### config.mk
export PLATFORM = sky130hd
export DESIGN_NAME = note_lane_judge_flat
export DESIGN_NICKNAME = d
export VERILOG_FILES = /design/src/rtl/note_pkg.sv /design/src/rtl/note_lane_judge_if.sv /design/src/rtl/lane_shift_judge.sv /design/src/rtl/note_lane_judge.sv /design/src/flat_wrapper.sv
export SDC_FILE = /design/constraint.sdc
export NUM_CORES = 1
export LEC_CHECK = 0
export CORE_ASPECT_RATIO = 1.4
export CORE_MARGIN = 2
export CORE_UTILIZATION = 51
export CTS_CLUSTER_DIAMETER = 80
export DETAILED_ROUTE_END_ITERATION = 7
export PLACE_DENSITY = 0.8
export SLEW_MARGIN = 10
export SYNTH_ARGS = -nofsm -noshare
export SYNTH_HDL_FRONTEND = slang
export SYNTH_SLANG_ARGS = --single-unit
### constraint.sdc
create_clock -name clk -period 5.1 [get_ports clk]
set_input_delay 0.765 -clock clk [delete_from_list [all_inputs] [get_ports clk]]
set_output_delay 0.765 -clock clk [all_outputs]
set_load 0.005 [all_outputs]
### src/rtl/note_pkg.sv
// Shared definitions for the note lane judge: judge codes, FSM encodings, lane width.
// Latency: none (constants and a pure function only).
// Backpressure: none.
package note_pkg;

    localparam int NOTE_LCD_COLS = 16;

    typedef logic [1:0] judge_t;

    localparam judge_t JUDGE_NONE    = 2'd0;
    localparam judge_t JUDGE_PERFECT = 2'd1;
    localparam judge_t JUDGE_GOOD    = 2'd2;
    localparam judge_t JUDGE_MISS    = 2'd3;

    localparam logic [1:0] ST_IDLE  = 2'd0;
    localparam logic [1:0] ST_PLAY  = 2'd1;
    localparam logic [1:0] ST_DRAIN = 2'd2;
    localparam logic [1:0] ST_DONE  = 2'd3;

    // Hit and miss are mutually exclusive within a lane, so the order only documents intent.
    function automatic judge_t judge_code(input logic perfect, input logic good, input logic miss);
        judge_t j;
        j = JUDGE_NONE;
        if (perfect) begin
            j = JUDGE_PERFECT;
        end else if (good) begin
            j = JUDGE_GOOD;
        end else if (miss) begin
            j = JUDGE_MISS;
        end
        return j;
    endfunction

endpackage

### src/rtl/note_lane_judge_if.sv
// Bundle of game-side inputs and display-side outputs of the note lane judge.
// Latency: none (wiring only).
// Backpressure: none; every strobe is a single-cycle pulse with no ready.
interface note_lane_judge_if
    import note_pkg::*;
#(
    parameter int LCD_COLS = NOTE_LCD_COLS
) ();

    logic                i_tick_ms;
    logic                i_start;
    logic                i_note_t1;
    logic                i_note_t2;
    logic                i_btn_t1;
    logic                i_btn_t2;
    logic                i_game_end;
    logic [LCD_COLS-1:0] o_lane1;
    logic [LCD_COLS-1:0] o_lane2;
    judge_t              o_judge_t1;
    judge_t              o_judge_t2;
    logic                o_judge_vld;
    logic [15:0]         o_score;
    logic [7:0]          o_combo;
    logic [7:0]          o_max_combo;
    logic                o_done;

    modport master (
        output i_tick_ms, i_start, i_note_t1, i_note_t2, i_btn_t1, i_btn_t2, i_game_end,
        input  o_lane1, o_lane2, o_judge_t1, o_judge_t2, o_judge_vld,
        input  o_score, o_combo, o_max_combo, o_done
    );

    modport slave (
        input  i_tick_ms, i_start, i_note_t1, i_note_t2, i_btn_t1, i_btn_t2, i_game_end,
        output o_lane1, o_lane2, o_judge_t1, o_judge_t2, o_judge_vld,
        output o_score, o_combo, o_max_combo, o_done
    );

endinterface

### src/rtl/lane_shift_judge.sv
// One track's occupancy bitmap: judge a press, scroll toward column 0, then spawn at the top.
// Latency: bitmap updates one cycle after inputs; hit/miss strobes are combinational.
// Backpressure: none; spawn onto an occupied top column simply merges.
module lane_shift_judge
    import note_pkg::*;
#(
    parameter int LCD_COLS = NOTE_LCD_COLS
) (
    input  logic                clk,
    input  logic                rst,
    input  logic                clr,
    input  logic                btn,
    input  logic                shift,
    input  logic                spawn,
    output logic [LCD_COLS-1:0] lane,
    output logic                hit_perfect,
    output logic                hit_good,
    output logic                miss
);

    logic [LCD_COLS-1:0] lane_q;
    logic [LCD_COLS-1:0] judged;
    logic [LCD_COLS-1:0] shifted;
    logic [LCD_COLS-1:0] lane_nxt;

    // Judge on the registered bitmap, then shift what is left, then add the new note.
    always_comb begin
        hit_perfect = btn && lane_q[0];
        hit_good    = btn && !lane_q[0] && lane_q[1];
        judged      = lane_q;
        if (hit_perfect) begin
            judged[0] = 1'b0;
        end
        if (hit_good) begin
            judged[1] = 1'b0;
        end
        miss     = shift && judged[0];
        shifted  = shift ? (judged >> 1) : judged;
        lane_nxt = shifted;
        if (spawn) begin
            lane_nxt[LCD_COLS-1] = 1'b1;
        end
    end

    // Bitmap register; a new game empties it.
    always_ff @(posedge clk) begin
        if (rst || clr) begin
            lane_q <= '0;
        end else begin
            lane_q <= lane_nxt;
        end
    end

    assign lane = lane_q;

endmodule

### src/rtl/note_lane_judge.sv
// Rhythm-game judge: scrolls two note lanes, judges presses, keeps score and combo.
// Latency: all outputs registered, one cycle after the causing inputs.
// Backpressure: none; pulses arriving outside PLAY/DRAIN are dropped.
module note_lane_judge
    import note_pkg::*;
#(
    parameter int LCD_COLS    = NOTE_LCD_COLS,
    parameter int STEP_MS     = 120,
    parameter int PERFECT_PTS = 2,
    parameter int GOOD_PTS    = 1
) (
    input  logic             clk,
    input  logic             rst,
    note_lane_judge_if.slave bus
);

    localparam int              CNT_W    = (STEP_MS > 1) ? $clog2(STEP_MS) : 1;
    localparam logic [CNT_W-1:0] CNT_LAST = CNT_W'(STEP_MS - 1);

    logic [1:0]          state_q;
    logic [1:0]          state_nxt;
    logic [CNT_W-1:0]    step_cnt_q;
    logic                active;
    logic                start_play;
    logic                shift;
    logic                btn1;
    logic                btn2;
    logic                spawn1;
    logic                spawn2;
    logic [LCD_COLS-1:0] lane1;
    logic [LCD_COLS-1:0] lane2;
    logic                perfect1;
    logic                good1;
    logic                miss1;
    logic                perfect2;
    logic                good2;
    logic                miss2;
    judge_t              judge1_q;
    judge_t              judge2_q;
    logic                judge_vld_q;
    logic [15:0]         score_q;
    logic [7:0]          combo_q;
    logic [7:0]          max_combo_q;
    logic [16:0]         delta;
    logic [16:0]         score_sum;
    logic [15:0]         score_nxt;
    logic [1:0]          hits;
    logic [8:0]          combo_sum;
    logic [7:0]          combo_nxt;
    logic [7:0]          max_nxt;
    logic                any_miss;
    logic                any_event;

    // Notes only move and buttons only count while a game is running.
    assign active     = (state_q == ST_PLAY) || (state_q == ST_DRAIN);
    assign start_play = bus.i_start && ((state_q == ST_IDLE) || (state_q == ST_DONE));
    assign shift      = active && bus.i_tick_ms && (step_cnt_q == CNT_LAST);
    assign btn1       = active && bus.i_btn_t1;
    assign btn2       = active && bus.i_btn_t2;
    assign spawn1     = (state_q == ST_PLAY) && bus.i_note_t1;
    assign spawn2     = (state_q == ST_PLAY) && bus.i_note_t2;

    // Game phase sequencing; DRAIN waits for the last visible note to resolve.
    always_comb begin
        state_nxt = state_q;
        case (state_q)
            ST_IDLE:  if (bus.i_start) state_nxt = ST_PLAY;
            ST_PLAY:  if (bus.i_game_end) state_nxt = ST_DRAIN;
            ST_DRAIN: if ((lane1 == '0) && (lane2 == '0)) state_nxt = ST_DONE;
            ST_DONE:  if (bus.i_start) state_nxt = ST_PLAY;
            default:  state_nxt = ST_IDLE;
        endcase
    end

    // FSM state register.
    always_ff @(posedge clk) begin
        if (rst) begin
            state_q <= ST_IDLE;
        end else begin
            state_q <= state_nxt;
        end
    end

    // Millisecond accumulator that paces the scroll; wraps on the shift cycle.
    always_ff @(posedge clk) begin
        if (rst || start_play) begin
            step_cnt_q <= '0;
        end else if (active && bus.i_tick_ms) begin
            step_cnt_q <= shift ? '0 : step_cnt_q + CNT_W'(1);
        end
    end

    lane_shift_judge #(.LCD_COLS(LCD_COLS)) u_lane1 (
        .clk         (clk),
        .rst         (rst),
        .clr         (start_play),
        .btn         (btn1),
        .shift       (shift),
        .spawn       (spawn1),
        .lane        (lane1),
        .hit_perfect (perfect1),
        .hit_good    (good1),
        .miss        (miss1)
    );

    lane_shift_judge #(.LCD_COLS(LCD_COLS)) u_lane2 (
        .clk         (clk),
        .rst         (rst),
        .clr         (start_play),
        .btn         (btn2),
        .shift       (shift),
        .spawn       (spawn2),
        .lane        (lane2),
        .hit_perfect (perfect2),
        .hit_good    (good2),
        .miss        (miss2)
    );

    // Combine both lanes' strobes into saturating score, combo and best combo.
    always_comb begin
        delta = '0;
        if (perfect1) begin
            delta = 17'(PERFECT_PTS);
        end else if (good1) begin
            delta = 17'(GOOD_PTS);
        end
        if (perfect2) begin
            delta = delta + 17'(PERFECT_PTS);
        end else if (good2) begin
            delta = delta + 17'(GOOD_PTS);
        end
        score_sum = {1'b0, score_q} + delta;
        score_nxt = score_sum[16] ? 16'hFFFF : score_sum[15:0];

        hits      = {1'b0, perfect1 | good1} + {1'b0, perfect2 | good2};
        any_miss  = miss1 | miss2;
        any_event = perfect1 | good1 | miss1 | perfect2 | good2 | miss2;
        combo_sum = {1'b0, combo_q} + {7'b0, hits};
        if (any_miss) begin
            combo_nxt = {6'b0, hits};
        end else begin
            combo_nxt = combo_sum[8] ? 8'hFF : combo_sum[7:0];
        end
        max_nxt = (combo_nxt > max_combo_q) ? combo_nxt : max_combo_q;
    end

    // Score, combo and judge registers; a new game starts them from zero.
    always_ff @(posedge clk) begin
        if (rst || start_play) begin
            score_q     <= '0;
            combo_q     <= '0;
            max_combo_q <= '0;
            judge1_q    <= JUDGE_NONE;
            judge2_q    <= JUDGE_NONE;
            judge_vld_q <= 1'b0;
        end else begin
            score_q     <= score_nxt;
            combo_q     <= combo_nxt;
            max_combo_q <= max_nxt;
            judge_vld_q <= any_event;
            if (perfect1 || good1 || miss1) begin
                judge1_q <= judge_code(perfect1, good1, miss1);
            end
            if (perfect2 || good2 || miss2) begin
                judge2_q <= judge_code(perfect2, good2, miss2);
            end
        end
    end

    assign bus.o_lane1     = lane1;
    assign bus.o_lane2     = lane2;
    assign bus.o_judge_t1  = judge1_q;
    assign bus.o_judge_t2  = judge2_q;
    assign bus.o_judge_vld = judge_vld_q;
    assign bus.o_score     = score_q;
    assign bus.o_combo     = combo_q;
    assign bus.o_max_combo = max_combo_q;
    assign bus.o_done      = (state_q == ST_DONE);

endmodule

### src/flat_wrapper.sv
// flat-port wrapper written by rule: the top's interface ports become plain ports
module note_lane_judge_flat import note_pkg::*;
#(
    parameter int LCD_COLS    = NOTE_LCD_COLS,
    parameter int STEP_MS     = 120,
    parameter int PERFECT_PTS = 2,
    parameter int GOOD_PTS    = 1
)
  (clk, rst, bus_i_tick_ms, bus_i_start, bus_i_note_t1, bus_i_note_t2, bus_i_btn_t1, bus_i_btn_t2, bus_i_game_end, bus_o_lane1, bus_o_lane2, bus_o_judge_t1, bus_o_judge_t2, bus_o_judge_vld, bus_o_score, bus_o_combo, bus_o_max_combo, bus_o_done);
  note_lane_judge_if #(.LCD_COLS(LCD_COLS)) bus_i ();
  input  logic clk;
  input  logic rst;
  input wire logic [$bits(bus_i.i_tick_ms)-1:0] bus_i_tick_ms;
  input wire logic [$bits(bus_i.i_start)-1:0] bus_i_start;
  input wire logic [$bits(bus_i.i_note_t1)-1:0] bus_i_note_t1;
  input wire logic [$bits(bus_i.i_note_t2)-1:0] bus_i_note_t2;
  input wire logic [$bits(bus_i.i_btn_t1)-1:0] bus_i_btn_t1;
  input wire logic [$bits(bus_i.i_btn_t2)-1:0] bus_i_btn_t2;
  input wire logic [$bits(bus_i.i_game_end)-1:0] bus_i_game_end;
  output wire logic [$bits(bus_i.o_lane1)-1:0] bus_o_lane1;
  output wire logic [$bits(bus_i.o_lane2)-1:0] bus_o_lane2;
  output wire logic [$bits(bus_i.o_judge_t1)-1:0] bus_o_judge_t1;
  output wire logic [$bits(bus_i.o_judge_t2)-1:0] bus_o_judge_t2;
  output wire logic [$bits(bus_i.o_judge_vld)-1:0] bus_o_judge_vld;
  output wire logic [$bits(bus_i.o_score)-1:0] bus_o_score;
  output wire logic [$bits(bus_i.o_combo)-1:0] bus_o_combo;
  output wire logic [$bits(bus_i.o_max_combo)-1:0] bus_o_max_combo;
  output wire logic [$bits(bus_i.o_done)-1:0] bus_o_done;
  assign bus_i.i_tick_ms = bus_i_tick_ms;
  assign bus_i.i_start = bus_i_start;
  assign bus_i.i_note_t1 = bus_i_note_t1;
  assign bus_i.i_note_t2 = bus_i_note_t2;
  assign bus_i.i_btn_t1 = bus_i_btn_t1;
  assign bus_i.i_btn_t2 = bus_i_btn_t2;
  assign bus_i.i_game_end = bus_i_game_end;
  assign bus_o_lane1 = bus_i.o_lane1;
  assign bus_o_lane2 = bus_i.o_lane2;
  assign bus_o_judge_t1 = bus_i.o_judge_t1;
  assign bus_o_judge_t2 = bus_i.o_judge_t2;
  assign bus_o_judge_vld = bus_i.o_judge_vld;
  assign bus_o_score = bus_i.o_score;
  assign bus_o_combo = bus_i.o_combo;
  assign bus_o_max_combo = bus_i.o_max_combo;
  assign bus_o_done = bus_i.o_done;
  note_lane_judge #(.LCD_COLS(LCD_COLS), .STEP_MS(STEP_MS), .PERFECT_PTS(PERFECT_PTS), .GOOD_PTS(GOOD_PTS)) u_core (.clk(clk), .rst(rst), .bus(bus_i));
endmodule
After elaboration in Yosys (flattened, before gate mapping)
Cells that the tools add are included.
Storage, ports and cells
  flip-flop bits (word level): 78
  bits of input ports: 9
  output and inout bits: 70
  logic and storage cells: 93
Cells by class
  equal/unequal tests: 7
  add/subtract/negate cells: 6
  mux-type cells: 26
  magnitude comparators: 1
  reductions and logical operators: 32
  bitwise gates (word level): 7
Operators by type and width (number)
  17-bit two-way mux: 3
  16-bit two-way mux: 3
  16-bit zero test: 2
  2-bit two-way mux: 9
  16-bit by 17-bit adder with 17-bit output: 1
  17-bit by 1-bit adder with 17-bit output, second input constant: 1
  17-bit by 2-bit adder with 17-bit output, second input constant: 1
  1-bit logical AND: 16
  8-bit two-way mux: 2
  8-bit by 2-bit adder with 9-bit output: 1
  8-bit greater-than comparator: 1
  7-bit by 1-bit adder with 7-bit output, second input constant: 1
  7-bit == test, second input constant: 1
  1-bit logical OR: 7
  1-bit two-way mux: 7
  7-bit two-way mux: 1
  1-bit OR: 7
  2-bit one-hot mux with 3 select lines: 1
  2-bit == test, second input constant: 2
  2-bit inequality test, second input constant: 2
  2-bit nonzero test: 2
  3-bit AND reduction: 1
  1-bit by 1-bit adder with 2-bit output: 1
  2-bit by 1-bit == test with 1-bit output, second input constant: 1
  other kinds (4): 5

Depth between registers and ports, before layout
  word-level depth: 12
  gate-level depth with buffers: 19
  mapped depth without buffers: 18

Hierarchy
A second synthesis with hierarchy kept.
Unflattened totals
  cell total of the unflattened synthesis: 420
  area total of the unflattened synthesis: 3926.3 µm²
By module, submodules not included
  note_lane_judge: times used 1, area each 2682.6 µm², cells each 298
  lane_shift_judge: times used 2, area each 621.8 µm², cells each 61

Worst setup path before layout
No wires, ideal clock.
  path kind: reg-to-reg
  start point: register u_core.state_q[0]
  end point: register u_core.max_combo_q[1], in the netlist u_core.bus.o_max_combo[1]
  setup slack: 0.831 ns
  cell stages (with the launch flop): 19
  arrival: 4.142 ns
  required time: 4.972 ns
  library setup time: 0.128 ns
  path buffers: 1
  path through: dfxtp_1 -> inv_1 -> ha_1 -> nand2b_1 -> clkbuf_1 -> nor2_1 -> ha_1 -> ha_1 -> fa_1 -> nand4_1 -> nor2_1 -> o31a_2 -> ha_1 -> nor2b_1 -> o211ai_1 -> a21oi_1 -> o31ai_2 -> mux2i_1 -> nor2_1
Between the ends
  word-level cells in the longest chain between the ends: 11
  elaborated cells on any way between the ends: 30
  classes of those cells: 2 x add/sub; 1 x order compare; 3 x eq/ne; 4 x mux; 3 x bitwise; 17 x reduce/logical
RTL lines
  start: declaration: line note_lane_judge.sv:20  | logic [1:0] state_q;
  start signal: assignment: line note_lane_judge.sv:80  | state_q <= state_nxt;
  2-bit by 1-bit == test with 1-bit output or 2-bit == test (tied branches): line note_lane_judge.sv:55  | assign active = (state_q == ST_PLAY) || (state_q == ST_DRAIN);
  1-bit logical OR (*): line note_lane_judge.sv:55
  1-bit logical AND, on equally long branches: line note_lane_judge.sv:58, note_lane_judge.sv:59
  1-bit logical AND (2 in series): line lane_shift_judge.sv:29  | hit_good = btn && !lane_q[0] && lane_q[1];
  1-bit OR: line note_lane_judge.sv:135  | hits = {1'b0, perfect1 | good1} + {1'b0, perfect2 | good2};
  1-bit by 1-bit adder with 2-bit output: line note_lane_judge.sv:135
  8-bit by 2-bit adder with 9-bit output: line note_lane_judge.sv:138  | combo_sum = {1'b0, combo_q} + {7'b0, hits};
  8-bit two-way mux: line note_lane_judge.sv:142  | combo_nxt = combo_sum[8] ? 8'hFF : combo_sum[7:0];
  8-bit two-way mux (*): line note_lane_judge.sv:139  | if (any_miss) begin
  named net u_core.combo_nxt[1]: line note_lane_judge.sv:49  | logic [7:0] combo_nxt;
  8-bit greater-than comparator: line note_lane_judge.sv:144  | max_nxt = (combo_nxt > max_combo_q) ? combo_nxt : max_combo_q;
  end signal: assignment: line note_lane_judge.sv:159  | max_combo_q <= max_nxt;
  end: declaration: line note_lane_judge.sv:43  | logic [7:0] max_combo_q;
Mark *: on every way through the listed nets, which the timed path passes. The rest lies on a longest branch.
A chain may end at the register's enable or synchronous reset.

Worst setup path after layout
  start point: register u_core.state_q[0]
  end point: register u_core.max_combo_q[4], in the netlist u_core.bus.o_max_combo[4]
Between the ends
  word-level cells in the longest chain between the ends: 11
  elaborated cells on any way between the ends: 30
  classes of those cells: 2 x add/sub; 1 x order compare; 3 x eq/ne; 4 x mux; 3 x bitwise; 17 x reduce/logical
RTL lines (line)
  2-bit by 1-bit == test with 1-bit output or 2-bit == test (tied branches): note_lane_judge.sv:55
  1-bit logical OR (*): note_lane_judge.sv:55
  1-bit logical AND, on equally long branches: note_lane_judge.sv:58, note_lane_judge.sv:59
  1-bit logical AND (2 in series): lane_shift_judge.sv:29
  1-bit OR: note_lane_judge.sv:135
  1-bit by 1-bit adder with 2-bit output: note_lane_judge.sv:135
  8-bit by 2-bit adder with 9-bit output: note_lane_judge.sv:138
  8-bit two-way mux: note_lane_judge.sv:142
  8-bit two-way mux (*): note_lane_judge.sv:139
  named net u_core.combo_nxt[1]: note_lane_judge.sv:49
  8-bit greater-than comparator (*): note_lane_judge.sv:144
Marks and branches as above.

==> metrics.md <==
| Metric | Value |
|---|---|
| Run status | `completed` |
| Worst flop-to-flop path endpoint | `u_core.bus.o_max_combo[4]` |
| Post-synthesis share of cell area spent on and, or, nand and nor gates | `0.2433` |
| Complex-gate fraction of the synthesized area | `0.1437` |
| Seq/Total Area, Yosys | `0.4312` |
| Most used flip-flop cell after synthesis | `dfxtp_1` |
| Total wire length | `8.467 mm` |
| # placed instances | `592` |
| Resized cells post-CTS | `0` |
| Total power density per cell area | `279.8 nW/um2` |
| Diodes inserted | `0` |
| Cell type with the largest total area after synthesis | `dfxtp_1` |
| XOR/XNOR Fraction of Synth Area | `0.03870` |
| Setup Crit Path Kind | `register to register` |
| Adder-cell share of the synthesized area | `0.07326` |
| Headroom to the max-slew limit | `0.1835` |
| Netlist area before placement | `3621 um2` |
| R2R cell count | `18` |
| Global-route usage over all layers | `0.2272` |
| Number of nets at the end of the flow | `about 540` |
| Filler-free cell count of the finished design | `between 600 and 700` |
| DRC violations left | `0` |
| Root cell of the clock tree | `clkbuf_8` |
| Worst path cell trace | `inv_1, ha_1, nand2b_1, nor2_1, ha_1, ha_1, fa_1, nand4_1, nor2_1, o31a_2, ha_1, nor2b_1, o211ai_1, a21oi_1, o31ai_2, buf_4, mux2i_1, nor2_1` |
| Number of global-route vias before repair | `3216` |
| Final Cycle Share | `0.8690` |
| Std cell rows | `36` |
| Die outline area | `7800 um2` |
| Number of cells on the worst hold path | `2` |
| Half-perimeter wire length after placement | `just under 6 mm` |
| Arrival time of the worst setup path | `roughly 4.6 ns` |
| Final setup fails | `0` |
| Category of the worst setup path launch point | `register` |
| Cell at the slowest stage of the critical path | `fa_1` |
| Initial cell density of the core | `0.5220` |
| Later-pin clock latency in the skew report | `0.35 ns` |
| Quantity of hold-fixing buffers added after cts | `0` |
| Clock buffers created by TritonCTS | `9` |
| Highest attainable clock frequency | `225.6 MHz` |
| Share of Yosys cell area claimed by the top area cell type | `0.4312` |
| Commonest cells after routing, fill and taps aside | `78 x clkdlybuf4s50_1, 78 x dfxtp_1, 76 x nand2_1, 59 x a21oi_1, 41 x nor2_1` |
| Number of antenna violations at the first check in global routing | `0` |
| Setup repair after global routing missed its margin | `false` |
| First-pass GRT wire length | `14.28 mm` |
| Highest fanout seen on the critical path | `8` |
| Library cells used by synthesis | `46` |
| Worst hold-check path type | `register to register` |
| Longest Clk Path Bufs | `2` |
| Clock-pin slew of the registers on the worst-case setup and hold paths | `roughly 0.080 ns` |
| TritonCTS clock tree | `done` |
| Number of antenna-violating nets in the routed design | `0` |
| Hold_sp | `u_core.u_lane1.lane[10]` |
| Synth Instances | `436` |
| CP endpoint kind | `register` |
| Worst EP required | `5.28 ns` |
| Y dimension of the die | `103.7 um` |
| Ratio of routed vias to standard cells | `5.492` |
| Fraction of layout instances using a drive strength above 1 | `0.05458` |
| Top cell by count, worst path | `ha_1` |
| Worst clock skew on the final layout | `0.006883 ns` |
| Post-synth net total | `465` |
| Final Wtd Congestion | `0.9023` |
| Max-cap violation count | `0` |
| Number of enable-type register cells in the synthesized netlist | `0` |
| Number of search-and-repair iterations in the first detailed-routing pass | `4` |
| Register-to-register path setup slack | `0.67 ns` |
| Avg Synthesized Cell Area | `about 8.3 um2` |
| Register bit total from synthesis | `78` |
| Slew at the pin with the worst max-slew slack | `1.225 ns` |
| Fraction of synthesis flops using an asynchronous set or reset pin | `0` |
| Post-detailed-route wirelength per cell | `13.93 um` |
| Setup Fix Bufs, Post-CTS | `0` |
| Growth of design area from synthesis to finish | `29.30%` |
| Hold worst-path end | `u_core.u_lane1.lane[9]` |
| Total count of max-transition violations in the final report | `0` |
| Fillers | `slightly above 600` |
| Grt total ovfl | `0` |
| Leak | `between 0.0015 and 0.002 uW` |
| Maximum level of the CTS H-tree | `3` |
| Warning count from the yosys run | `0` |
| Share of cell area taken by muxes after synthesis | `0.03041` |
| Cells taking the most area after synthesis | `dfxtp_1 43%, a21oi_1 8.2%, nand2_1 7.9%` |
| Drt first-iter violations | `128` |
| Sink Count | `78` |
| Ports placed on the boundary | `79` |
| Total count of hold-check failures in the final report | `0` |
| Final worst path period need | `4.432 ns` |
| Combinational family with the most area after synthesis | `simple AND/OR/NAND/NOR gates` |
| Setup TNS | `0 ns` |
| Port Buf Inserts | `78` |
| Reg2Reg Launch Point | `u_core.state_q[0]` |
| Worst path max stage delay | `0.43 ns` |
| Maximum number of pins on one net before global-route repair | `around 70` |
| Vias | `roughly 3300` |
| IR Drop Worst-Case VDD | `230.5 uV` |
| Chip Width | `75.22 um` |
| CORE AREA | `6937 um2` |
per-layer routing:
| layer | up-vias | share of wire | global-route usage |
|---|---|---|---|
| met4 | 0 | 0.020 | 0.07769 |
| met3 | 19 | 0.054 | 0.06226 |
| met5 | - | 0 | 0 |
| met2 | 90 | 0.50 | 0.3728 |
| met1 | 1577 | 0.42 | 0.2808 |
| li1 | 1653 | - | - |
synth_stat cells, types with 8 or more instances:
cell type  count
dfxtp_1       78
nand2_1       76
a21oi_1       59
nor2_1        41
ha_1          18
clkbuf_1      17
inv_1         16
nand3_1       15
mux2i_1       11
nor3_1        11
xor2_1        10
nand4_1        8
nor4_1         8
worst max-delay path by stage:
stage                     cells past startpoint  slack [ns]              start                        end
after floorplan                              18        0.83  u_core.state_q[0]  u_core.bus.o_max_combo[1]
final                                        18        0.67  u_core.state_q[0]  u_core.bus.o_max_combo[4]
after detailed placement                     17        0.45       bus_i_btn_t2  u_core.bus.o_max_combo[4]
after global placement                       17        0.60       bus_i_btn_t2  u_core.bus.o_max_combo[1]
after CTS                                    18        0.69  u_core.state_q[0]  u_core.bus.o_max_combo[4]
after global routing                         18        0.48  u_core.state_q[0]  u_core.bus.o_max_combo[4]
cell type report:
class	instances	area, um2	area share
multi-input combinational	322	1924	0.4110
sequential	78	1562	0.3335
timing repair buffer	81	803.3	0.1716
clock buffer	10	127.6	0.02726
tap	95	118.9	0.02539
clock inverter	6	86.33	0.01844
inverter	16	60.06	0.01283
worst max-delay path, delay by kind of cell (launching register included):
| kind | cells | cell delay (ns) |
|---|---|---|
| AND/OR/NAND/NOR | 6 | 0.95 |
| flip-flops | 1 | 0.41 |
| AO/OA/AOI/OAI | 4 | 0.82 |
| buffers and inverters | 2 | 0.27 |
| multiplexers | 1 | 0.18 |
| adder cells (fa/ha/maj) | 5 | 1.63 |
state kept, by name, summed over array words and instances (netlist names), 7 cells and up:
name and flops:
u_core.bus.o_score 16, u_core.u_lane1.lane 16, u_core.u_lane2.lane 16, u_core.bus.o_combo 8, u_core.bus.o_max_combo 8, u_core.step_cnt_q 7
stage by stage:
| stage | setup WS, ns | utilization | instance area, um2 | hold WS, ns | power [uW] |
|---|---|---|---|---|---|
| after CTS | 0.6944 | 0.6750 | 4682 | 0.4837 | 1316 |
| after floorplan | 0.8306 | - | 3621 | 0.4490 | 775.4 |
| after global routing | 0.4843 | 0.6750 | 4682 | 0.5112 | 1367 |
| final | 0.6678 | 0.6750 | 4682 | 0.4844 | 1310 |
| after global placement | 0.5963 | 0.6441 | 4468 | 0.4600 | 814.4 |
| after detailed placement | 0.4489 | 0.6441 | 4468 | 0.4748 | 823.4 |
cell families after synthesis:
logic type	Yosys count
compound gates	89
xor+xnor	16
fa+ha+maj	20
buf+inv	36
flops	78
mux	11
simple gates	186
where the power goes:
group | leakage [uW] | switching [uW] | internal, uW
combinational | 0.00103 | 117 | 60.7
clock | 0.000106 | 222 | 275
sequential | 0.000629 | 14.7 | 621
Power figures use the tool's default switching activity.
